$ cat src/rtl/apb_master.sv
// Single-outstanding APB4 requester: valid/ready command in, SETUP/ACCESS transfer out, one-cycle response pulse.
// Optional ACCESS-phase timeout is enabled by defining APB_MASTER_TIMEOUT_EN.
module apb_master #(
  parameter int ADDR_W         = 32,
  parameter int DATA_W         = 32,
  parameter int TIMEOUT_CYCLES = 16
) (
  input  logic                pclk,
  input  logic                preset,
  input  logic                cmd_valid,
  output logic                cmd_ready,
  input  logic                cmd_write,
  input  logic [ADDR_W-1:0]   cmd_addr,
  input  logic [DATA_W-1:0]   cmd_wdata,
  input  logic [DATA_W/8-1:0] cmd_strb,
  input  logic [2:0]          cmd_prot,
  output logic                rsp_valid,
  output logic [DATA_W-1:0]   rsp_rdata,
  output logic                rsp_err,
  output logic                psel,
  output logic                penable,
  output logic                pwrite,
  output logic [ADDR_W-1:0]   paddr,
  output logic [DATA_W-1:0]   pwdata,
  output logic [DATA_W/8-1:0] pstrb,
  output logic [2:0]          pprot,
  input  logic [DATA_W-1:0]   prdata,
  input  logic                pready,
  input  logic                pslverr
);

  typedef enum logic [1:0] {
    S_IDLE,
    S_SETUP,
    S_ACCESS,
    S_ERR
  } state_t;

  state_t                r_state;
  logic                  r_psel;
  logic                  r_penable;
  logic                  r_pwrite;
  logic [ADDR_W-1:0]     r_paddr;
  logic [DATA_W-1:0]     r_pwdata;
  logic [DATA_W/8-1:0]   r_pstrb;
  logic [2:0]            r_pprot;
  logic                  r_rsp_valid;
  logic                  r_rsp_err;
  logic [DATA_W-1:0]     r_rsp_rdata;

  logic w_misaligned;
  logic w_timeout;

  // Ready is forced low while reset is held so nothing is accepted on a reset edge.
  assign cmd_ready    = (r_state == S_IDLE) && !preset;
  assign w_misaligned = |cmd_addr[1:0];

`ifdef APB_MASTER_TIMEOUT_EN
  localparam int CNT_W = $clog2(TIMEOUT_CYCLES + 1);
  logic [CNT_W-1:0] r_cnt;

  // Counts completed ACCESS cycles; zero during the first ACCESS cycle.
  always_ff @(posedge pclk) begin
    if (preset || r_state != S_ACCESS) begin
      r_cnt <= '0;
    end else begin
      r_cnt <= r_cnt + CNT_W'(1);
    end
  end

  assign w_timeout = (r_state == S_ACCESS) && !pready &&
                     (r_cnt == CNT_W'(TIMEOUT_CYCLES - 1));
`else
  logic w_unused_timeout;
  assign w_unused_timeout = (TIMEOUT_CYCLES == 0);
  assign w_timeout        = 1'b0;
`endif

  // NOTE: clocked state uses non-blocking assignments so every register sees pre-edge values.
  always_ff @(posedge pclk) begin
    if (preset) begin
      r_state     <= S_IDLE;
      r_psel      <= 1'b0;
      r_penable   <= 1'b0;
      r_pwrite    <= 1'b0;
      r_paddr     <= '0;
      r_pwdata    <= '0;
      r_pstrb     <= '0;
      r_pprot     <= '0;
      r_rsp_valid <= 1'b0;
      r_rsp_err   <= 1'b0;
      r_rsp_rdata <= '0;
    end else begin
      r_rsp_valid <= 1'b0;
      r_rsp_err   <= 1'b0;
      r_rsp_rdata <= '0;
      case (r_state)
        S_IDLE: begin
          if (cmd_valid) begin
            if (w_misaligned) begin
              r_state     <= S_ERR;
              r_rsp_valid <= 1'b1;
              r_rsp_err   <= 1'b1;
            end else begin
              r_state  <= S_SETUP;
              r_psel   <= 1'b1;
              r_pwrite <= cmd_write;
              r_paddr  <= cmd_addr;
              r_pprot  <= cmd_prot;
              r_pwdata <= cmd_write ? cmd_wdata : '0;
              r_pstrb  <= cmd_write ? cmd_strb : '0;
            end
          end
        end
        S_SETUP: begin
          r_state   <= S_ACCESS;
          r_penable <= 1'b1;
        end
        S_ACCESS: begin
          if (pready || w_timeout) begin
            r_state     <= S_IDLE;
            r_psel      <= 1'b0;
            r_penable   <= 1'b0;
            r_pwrite    <= 1'b0;
            r_paddr     <= '0;
            r_pwdata    <= '0;
            r_pstrb     <= '0;
            r_pprot     <= '0;
            r_rsp_valid <= 1'b1;
            r_rsp_err   <= pready ? pslverr : 1'b1;
            r_rsp_rdata <= (pready && !pslverr && !r_pwrite) ? prdata : '0;
          end
        end
        S_ERR:   r_state <= S_IDLE;
        default: r_state <= S_IDLE;
      endcase
    end
  end

  assign psel      = r_psel;
  assign penable   = r_penable;
  assign pwrite    = r_pwrite;
  assign paddr     = r_paddr;
  assign pwdata    = r_pwdata;
  assign pstrb     = r_pstrb;
  assign pprot     = r_pprot;
  assign rsp_valid = r_rsp_valid;
  assign rsp_err   = r_rsp_err;
  assign rsp_rdata = r_rsp_rdata;

endmodule
$ cat config.mk
export PLATFORM = sky130hd
export DESIGN_NAME = apb_master
export DESIGN_NICKNAME = d
export VERILOG_FILES = /design/src/rtl/apb_master.sv
export SDC_FILE = /design/constraint.sdc
export NUM_CORES = 1
export LEC_CHECK = 0
export CAP_MARGIN = 40
export CORE_MARGIN = 2
export CORE_UTILIZATION = 32
export DETAILED_ROUTE_END_ITERATION = 10
export PLACE_DENSITY = 0.8
export SLEW_MARGIN = 20
export SYNTH_ARGS = -nofsm -noshare
export SYNTH_HDL_FRONTEND = slang
export SYNTH_SLANG_ARGS = --single-unit
$ cat constraint.sdc
create_clock -name pclk -period 1.4 [get_ports pclk]
set_input_delay 0.14 -clock pclk [delete_from_list [all_inputs] [get_ports pclk]]
set_output_delay 0.14 -clock pclk [all_outputs]
set_load 0.01 [all_outputs]
==> summary.txt <==
Synth
  • Async set or reset register ratio after synthesis: 0%
  • Most numerous cell in the Yosys netlist: dfxtp_1
  • Cells after Synth: 262
  • Syn avg cell area: between 10 and 15 um2
  • Number of synthesized flops with an enable pin: 0
  • Post-synthesis sequential area ratio: 64.5%
  • Ys Warns: 0
  • Commonest cells in the netlist: dfxtp_1, a22o_1, and2_1, buf_6, buf_2
  • Syn_nets: 371
  • Post-Syn Area: 3420 um2
  • Top_reg_cell synth: dfxtp_1
  • #FFs+latches synth: 110
  • Synth cell types: 23
  • Synth top area share: 64.5%
  • Largest cells by area after synthesis: dfxtp_1, a22o_1, and2_1, buf_6, buf_8
  • Cell taking the most area after synthesis: dfxtp_1

Global routing
  • Vias in the first global route: 2,913
  • GRT Util Overall: 15.6%
  • First-pass GRT wire length: 14.2 mm
  • Initial antenna violation count: 0
  • Pin count of the biggest net entering global routing: 45
  • Grt total ovfl: 0

Power and ir drop
  • Power Dens Cells: 981 nW/um2
  • VDD IR max: 0.680 mV
  • Static leakage: 3.18 nW

Placed design
  • I/O Buffers: 217
  • Placed insts: 604
  • Area after DPL: 5700 um2
  • Post-Place Worst Slack: -0.283 ns
  • RePlAce Congestion: between 0.7 and 0.8
  • Hpwl dp: between 6 and 7 mm

Cells and area
  • Finished layout cell area: 5940 um2
  • Syn-to-layout area delta: 74.0%
  • Fraction of layout cells with a size suffix above 1: 6.82%
  • Fin cells: 620
  • Util after Layout: a little under three fifths
  • N_diodes: 0
  • # nets final: 588

Die
  • Die H: roughly 110 um
  • Die area: ~12,000 um2
  • Die Width: 107 um
  • Core area: 10,300 um2
  • Starting Density: 33.1%
  • IO Pins: ~220
  • Num rows: 37

Route
  • Wire length on met2: 4.77 mm
  • DR pass1 iterations: 4
  • Highest routed metal layer: met4
  • DR vias: 2,832
  • DR iter-0 viols: 117
  • Final ANT Viol Nets: 0
  • Via density: 4.57
  • Drt total wl: 9.33 mm
  • Wirelength per Cell: 15.1 um
  • Met3 Wirelength: 607 um
  • DRC: 0
  • Wl on met1: 3.83 mm

Worst setup path
  • Crit path arrival time: 1.63 ns
  • Worst r2r src: r_state[1]
  • Reg2Reg Depth: 4
  • CP Data Required Time: about 1.7 ns
  • Startpoint types: register
  • WS Path Type: register to register
  • Worst-path maximum fanout: 44
  • Source of the critical timing path: r_state[1]
  • CP endpoint kind: register

Clock network
  • CTS root buf: clkbuf_8
  • CTS buffer count: 9
  • Sink Count: 110
  • Postcts setup bufs: 0
  • Cts hold-fix bufs: 0
  • Worst-path clk slew: 0.10 ns
  • H-tree depth: 3
  • Clock Path Buffers: 2
  • Worst skew pair latency: about 0.35 ns
  • CTS tree: done

STA
  • Clk_skew: 0.0114 ns
  • Worst-Margin Slew: 0.273 ns
  • Max Slew Vio Count: 0
  • RSZ-0062 raised after global routing: yes
  • Highest Clock Rate: between 0.7 and 0.8 GHz
  • Slew margin rel.: around four fifths
  • Finish-stage setup viols: 0
  • Fin. Hold Viols: 0
  • Setup ws final: 0.0201 ns
  • Period utilisation layout: ~99%
  • Fin crit period: 1.38 ns
  • Final TNS setup: 0 ns

Flow run
  • Max cap viols: 0

Worst hold path
  • Worst hold start: prdata[4]
  • Min-Delay Path Depth: 2
  • HP Class: input pin to register

Run status
  • Status: completed
[through the flow]
step | hold WS [ns] | power, mW
after floorplan | 0.262 | 3.57
after global placement | 0.442 | 4.04
after detailed placement | 0.444 | 4.06
after CTS | 0.315 | 5.94
after global routing | 0.313 | 6.11
final | 0.336 | 5.83
[layout by cell type, fill, tap and decap left out, drive strengths merged, types with 2 or more instances in the layout]
cell / Yosys / final
and3: 2 / 2
a21oi: 5 / 5
clkinv: 0 / 2
dlygate4sd2: 0 / 49
dfxtp: 110 / 110
and2: 35 / 35
inv: 1 / 3
clkbuf: 3 / 11
nor2: 5 / 5
buf: 18 / 10
clkdlybuf4s50: 0 / 129
dlymetal6s2s: 0 / 38
a22o: 70 / 70
o22ai: 2 / 2
nand3: 2 / 2
[timing repair]
| item | 4_1_cts | 5_1_grt |
|---|---|---|
| gates resized for setup | 56 | 39 |
| endpoints found under the hold margin | 0 | 0 |
| setup endpoints to repair | 120 | 107 |
| pin swaps | 1 | 6 |
[flip-flops by register name, indices dropped and copies added, names as in the netlist]
name       count
penable        1
pwrite         1
pstrb          4
pwdata        32
rsp_err        1
r_state        2
psel           1
paddr         32
rsp_rdata     32
pprot          3
rsp_valid      1
[layout make-up]
type	instances	area, um2
Clock inverter	5	65.1
Clock buffer	11	131
Sequential cell	110	2210
Fill cell	887	4380
Inverter	1	3.75
Multi-Input combinational cell	130	1020
Tap cell	136	170
Timing Repair Buffer	227	2340
[critical path, stage by stage (launching register included)]
cell and delay [ns]:
dfxtp_4 0.39, nor4b_4 0.27, o22ai_4 0.14, buf_12 0.19, a22o_1 0.26
[final timing paths]
kind	end	slack (ns)
setup / recovery	pstrb[1]	0.02
hold / removal	rsp_rdata[4]	0.34
setup reg to reg	pstrb[1]	0.02
hold reg to reg	paddr[0]	0.46
[power breakdown]
| group | switching, mW | internal (mW) | total (mW) |
|---|---|---|---|
| Sequential | 0.0465 | 3.20 | 3.25 |
| Clock | 1.03 | 0.850 | 1.89 |
| Combinational | 0.247 | 0.450 | 0.698 |
[routing by layer]
| layer | vias to the layer above | GRT usage, % |
|---|---|---|
| li1 | 1372 | - |
| met1 | 1323 | 18.0 |
| met2 | 123 | 27.5 |
| met3 | 14 | 4.00 |
| met4 | 0 | 5.75 |
| met5 | - | 0 |
[kinds of logic (layout without fill, tap and decap cells)]
group / after synthesis / after routing / share of synthesized area [%]
flops: 110 / 110 / 64.5
compound gates: 79 / 79 / 19.8
simple gates: 51 / 51 / 10.0
buf+inv: 22 / 244 / 5.71
No activity file was read; power rests on OpenSTA's default activity.
